File: src/rtl/sprite_rom_arbiter.sv
`default_nettype none
// ============================================================================
// Module   : sprite_rom_arbiter
// Function : Round-robin burst arbiter sharing one sprite ROM between two
//            fetchers, with a tagged return path for the read data.
// Revision : 1.0 - initial release
// ============================================================================
module sprite_rom_arbiter #(
    parameter int ADDR_W    = 15,
    parameter int DATA_W    = 4,
    parameter int BURST_LEN = 8,
    parameter int ROM_LAT   = 2
) (
    input  logic              Clk,
    input  logic              Reset,
    input  logic              req0,
    input  logic [ADDR_W-1:0] addr0,
    input  logic              req1,
    input  logic [ADDR_W-1:0] addr1,
    output logic              gnt0,
    output logic              gnt1,
    output logic              rom_rd,
    output logic [ADDR_W-1:0] rom_addr,
    input  logic [DATA_W-1:0] rom_data,
    output logic [DATA_W-1:0] rdata,
    output logic              rvalid0,
    output logic              rvalid1,
    output logic              busy
);

    localparam int                BEAT_W    = (BURST_LEN > 1) ? $clog2(BURST_LEN) : 1;
    localparam logic [BEAT_W-1:0] LAST_BEAT = BEAT_W'(BURST_LEN - 1);

    localparam logic [0:0] S_IDLE  = 1'b0;
    localparam logic [0:0] S_BURST = 1'b1;

    logic [0:0]        r_state;
    logic [0:0]        w_next_state;
    logic [BEAT_W-1:0] r_beat;
    logic [ADDR_W-1:0] r_base;
    logic              r_owner;
    logic              r_last;
    logic [ROM_LAT-1:0] r_pipe_v;
    logic [ROM_LAT-1:0] r_pipe_o;

    logic w_any_req;
    logic w_winner;

    // Owner encoding: 0 = player 1, 1 = player 2. On contention the player
    // that did not win last time takes the ROM.
    assign w_any_req = req0 | req1;
    assign w_winner  = (req0 & req1) ? ~r_last : req1;

    always_ff @(posedge Clk or posedge Reset) begin
        if (Reset) begin
            r_state <= S_IDLE;
        end else begin
            r_state <= w_next_state;
        end
    end

    always_comb begin
        w_next_state = r_state;
        case (r_state)
            S_IDLE:  if (w_any_req)           w_next_state = S_BURST;
            S_BURST: if (r_beat == LAST_BEAT) w_next_state = S_IDLE;
            default:                          w_next_state = S_IDLE;
        endcase
    end

    always_comb begin
        busy     = (r_state == S_BURST);
        rom_rd   = busy;
        rom_addr = busy ? (r_base + ADDR_W'(r_beat)) : '0;
        gnt0     = busy && (r_beat == '0) && !r_owner;
        gnt1     = busy && (r_beat == '0) &&  r_owner;
    end

    always_ff @(posedge Clk or posedge Reset) begin
        if (Reset) begin
            r_beat  <= '0;
            r_base  <= '0;
            r_owner <= 1'b0;
            r_last  <= 1'b1;
        end else if (r_state == S_IDLE) begin
            r_beat <= '0;
            if (w_any_req) begin
                r_base  <= w_winner ? addr1 : addr0;
                r_owner <= w_winner;
                r_last  <= w_winner;
            end
        end else begin
            r_beat <= (r_beat == LAST_BEAT) ? '0 : r_beat + BEAT_W'(1);
        end
    end

    // Return tags travel alongside the ROM latency, independent of the FSM,
    // so a new burst can start while the previous one is still draining.
    always_ff @(posedge Clk or posedge Reset) begin
        if (Reset) begin
            r_pipe_v <= '0;
            r_pipe_o <= '0;
        end else begin
            for (int i = ROM_LAT - 1; i > 0; i--) begin
                r_pipe_v[i] <= r_pipe_v[i-1];
                r_pipe_o[i] <= r_pipe_o[i-1];
            end
            r_pipe_v[0] <= rom_rd;
            r_pipe_o[0] <= r_owner;
        end
    end

    assign rvalid0 = r_pipe_v[ROM_LAT-1] & ~r_pipe_o[ROM_LAT-1];
    assign rvalid1 = r_pipe_v[ROM_LAT-1] &  r_pipe_o[ROM_LAT-1];
    assign rdata   = rom_data;

endmodule
`default_nettype wire

File: config.mk
export PLATFORM = sky130hd
export DESIGN_NAME = sprite_rom_arbiter
export DESIGN_NICKNAME = d
export VERILOG_FILES = /design/src/rtl/sprite_rom_arbiter.sv
export SDC_FILE = /design/constraint.sdc
export NUM_CORES = 1
export LEC_CHECK = 0
export ABC_AREA = 1
export BUFFER_PORTS_ARGS = -buffer_cell sky130_fd_sc_hd__buf_4
export CAP_MARGIN = 0
export CORE_MARGIN = 1.5
export CORE_UTILIZATION = 25
export DETAILED_ROUTE_END_ITERATION = 12
export PLACE_DENSITY = 0.46
export SLEW_MARGIN = 20
export SYNTH_ARGS = -nofsm -noshare
export SYNTH_HDL_FRONTEND = slang
export SYNTH_SLANG_ARGS = --single-unit
File: constraint.sdc
create_clock -name Clk -period 1.6 [get_ports Clk]
set_input_delay 0 -clock Clk [delete_from_list [all_inputs] [get_ports Clk]]
set_output_delay 0 -clock Clk [all_outputs]
set_load 0.1 [all_outputs]
Yosys cells after proc, flatten, opt, wreduce, memory -nomap -nowiden:

Cells that the tools add are included.

* equality and inequality tests: 1
* shifts and indexed selects: 0
* mux-type cells: 8
* magnitude comparators: 0
* add/sub/neg operators: 2
* bitwise operators: 7
* div/mod/pow operators: 0
* multiply operators: 0
* reductions and logical operators: 6

Operators by type and width (count)
* $mux 15: 2
* $add 15x3->15: 1
* $mux 3: 2
* $add 3x1->3 const B: 1
* $and 1x1->1: 3
* $eq 3x3->1 const B: 1
* $logic_and 1x1->1: 3
* $logic_not 3->1: 1
* $mux 1: 3
* $not 1->1: 3
* $pmux 1 s2: 1
* $reduce_and 2->1: 1
* $logic_not 1->1: 1
* $or 1x1->1: 1

* bits in read-only memories: 0
* bits in writable memories: 0
* latch bits: 0
* memories kept: 0
* flip-flop bits (word level): 25
* output and inout port bits: 25

Depth between registers and ports, before layout:

* depth after elaboration: 3
* depth in mapped cells: 11

Least setup slack after synthesis:

OpenSTA, ideal clock, no wires.

* path type: reg-to-output
* start: register r_beat[0]
* end: output port rom_addr[4]
* path buffers: 0
* required time: 1600 ps
* stages on the path, launching flop included: 9
* setup slack: -1167 ps
* arrival: 2767 ps
* cell sequence: dfrtp_1 > ha_1 > inv_1 > fa_1 > inv_1 > nand2_1 > nand2_1 > nand2_1 > a21oi_1

* cells in the longest elaborated chain, start to end: 2

RTL lines
* start, declared: line 39 `logic [BEAT_W-1:0] r_beat;`
* start signal, assigned: line 93 `r_beat <= (r_beat == LAST_BEAT) ? '0 : r_beat + BEAT_W'(1);`
* $add 15x3->15: line 74 `rom_addr = busy ? (r_base + ADDR_W'(r_beat)) : '0;`
* $mux 15: line 74
* end, declared: line 23 `output logic [ADDR_W-1:0] rom_addr,`

Every way passes these cells.

Final worst setup path:

* start: register r_base[0]
* end: output port rom_addr[4]

* cells in the longest elaborated chain, start to end: 2

RTL lines
* start, declared: line 40 `logic [ADDR_W-1:0] r_base;`
* start signal, assigned: line 88 `r_base <= w_winner ? addr1 : addr0;`
* $add 15x3->15: line 74
* $mux 15: line 74

Every way passes these cells.

==> run_results.csv <==
group,metric,value,unit
grt,antenna_found_initial,0,
routing,remaining_drc_errors,0,
routing,viasPerCell,4.370,
routing,firstDrtPassIters,4,
sta,period_share,1.241,
die,dieHeight,84.62,um
sta,setup_viol,14,
layout,syn_to_final_growth,81.74,%
die,ios,63,
place,place_inst,383,
synth,synth.distinct_cells,25,
worst_setup_path,arrival,1.99,ns
sta,clock_skew,0.004639,ns
clock_network,root_buffer,"clkbuf_8",
routing,ant_nets,0,
synth,yosysTopAreaCellShare,0.3606,
layout,post-route-util,0.4739,
clock_network,cts_tree,"built",
layout,final_cells,408,
clock_network,cts_buffers,3,
synth,ys_seq_elements,25,
layout,antenna_cells,0,
synth,yosys.area.top_type,"dfrtp_1",
synth,syn-cell-area,1665,um2
worst_setup_path,critPathMaxFanout,3,
grt,grt_use_total,0.1466,
sta,slew_headroom,0.7899,
worst_setup_path,path_class,"reg2out",
die,dieWidth,84.62,um
synth,yosysSeqAreaShare,0.3764,
worst_setup_path,start_kind,"register",
sta,fmaxAchievable,0.5034,GHz
worst_setup_path,crit_path_max_incr_delay,0.37,ns
worst_setup_path,end_kind,"primary output",
routing,wirelength,5.075,mm
status,run_status,"complete, but fails checks",
layout,final_cell_mix,"buf_4, nand2_1, inv_1, nor2_1, dfrtp_1",
grt,grt_max_degree,26,
sta,fin_setup_tns,-3.716,ns
sta,timing.final.crit_period,1.986,ns
place,io_buffers,54,
worst_setup_path,slowest_stage,"dfrtp_1",
synth,syn_inst,243,
synth,synth_area_leaders,"dfrtp_1, nand2_1, nor2_1",
worst_setup_path,cp_top_family,"adder cells",
run,cap_violations,0,
synth,syn-num-nets,288,
sta,worst_pin_slew,0.3152,ns
die,core,6386,um2
synth,yosys_warnings,0,
min_path,min_path_type,"in2out",
clock_network,clkLatencyLatePin,0.27,ns
clock_network,clock_sinks,25,
layout,final_nets,377,
clock_network,path_clk_slew,0.08,ns
clock_network,h-tree-depth,1,
synth,syn-mean-instance-area,6.853,um2
die,initial_core_util,0.2608,
grt,grt.overflow.total,0,
layout,layout_commonest_cell,"buf_4",
sta,setup_ws,-0.3863,ns
worst_setup_path,cp_cell_sequence,"ha_2, inv_2, fa_2, inv_2, nand2_2, nand2_2, nand2_4, buf_6, a21oi_4, buf_12",
status,violations,"setup timing",
layout,drive_above_1_share,0.5045,
routing,drt_iter0_markers,25,
worst_setup_path,path_buf_inv,4,
sta,slew_viol_final,0,
worst_setup_path,crit_required,1.60,ns
clock_network,cts_buffer_depth,2,
grt,grt_pass1_wl,8.466,mm
die,num_rows,29,
layout,num-fill-cells,643,
sta,grt_setup_unrepaired,"yes",
sta,finalHoldViolCount,0,
routing,vias,1783,
grt,grt_pass1_vias,1802,
routing,wire_per_inst,12.44,um
place,place_hpwl,3.792,mm
place,place.gp.congestion,0.7713,
die,dieArea,7160,um2
stage by stage:
step	cell area, um2	hold slack [ns]	setup WS [ns]
floorplan	1842	0.02660	-0.2752
global placement	2422	0.001176	-0.1491
detailed placement	2422	0.001176	-0.1759
CTS	2834	0.001176	-0.3938
global route	3027	0.0001870	-0.4628
finish	3027	0.00003854	-0.3863
worst paths after layout:
kind / startpoint / end / slack [ns] / depth (start not counted)
min: rom_data[0] / rdata[0] / 0.00004 / 0
min in group asynchronous: Reset / r_owner$_DFFE_PP0P_ / 0.33 / 4
max in group asynchronous: Reset / r_last$_DFFE_PP1P_ / 0.99 / 4
max reg2reg: r_beat[0]$_DFF_PP0_ / r_beat[1]$_DFF_PP0_ / 0.12 / 6
min reg2reg: r_pipe_v[0]$_DFF_PP0_ / r_pipe_v[1]$_DFF_PP0_ / 0.36 / 0
max: r_base[0]$_DFFE_PP0P_ / rom_addr[4] / -0.39 / 10
final cells by class:
type | count | area, um2 | share of cell area
Multi-Input combinational cell | 174 | 1191 | 0.3936
Timing Repair Buffer | 95 | 935.9 | 0.3092
Sequential cell | 25 | 630.6 | 0.2084
Clock buffer | 4 | 45.04 | 0.01488
Inverter | 33 | 127.6 | 0.04217
Tap cell | 77 | 96.34 | 0.03183
worst reg2reg max path, cell delays in order (launching register included):
cell and delay [ns]:
dfrtp_1 0.39, buf_4 0.13, buf_4 0.13, ha_1 0.19, ha_1 0.17, or2_2 0.31, nor2_1 0.10
logic make-up (layout without fill, tap and decap cells):
group	Yosys count	count (layout)	synth area share
and+or+nand+nor	124	124	0.3126
buffers and inverters	44	132	0.1172
AOI/OAI and AO/OA	43	43	0.1367
DFF	25	25	0.3764
adders and majority gates	7	7	0.05710
repair_timing:
item	in CTS	in global routing
setup buffers	9	6
hold buffers	6	2
gates cloned	0	0
resized for setup	64	35
endpoints found under the hold margin	29	2
pin swaps	16	15
endpoints found under the setup margin	14	16
metal layers:
layer,GRT usage,routed length (um),vias to the layer above,share of wire
met2,0.2309,2433,42,0.48
li1,-,-,938,-
met4,0.04985,55,0,0.011
met5,0,0,-,0
met3,0.01278,183,4,0.036
met1,0.2115,2403,799,0.47
synthesized netlist by cell type, drive strengths merged:
cell type,number
dfrtp,24
inv,33
a31oi,1
nand2,64
fa,1
or2,1
buf,9
o21ai,31
nand3,6
nand4,3
dfstp,1
ha,6
nor2,50
a21oi,5
o22ai,6
clkbuf,2
state kept, by name, indices dropped and copies added (netlist names):
| name | count |
|---|---|
| r_owner | 1 |
| r_pipe_v | 2 |
| r_base | 15 |
| r_beat | 3 |
| r_pipe_o | 2 |
| busy | 1 |
| r_last | 1 |
Power is left out: the tool's default activity adds up to more than one toggle a clock period on the data nets, which glitch-free logic cannot reach.
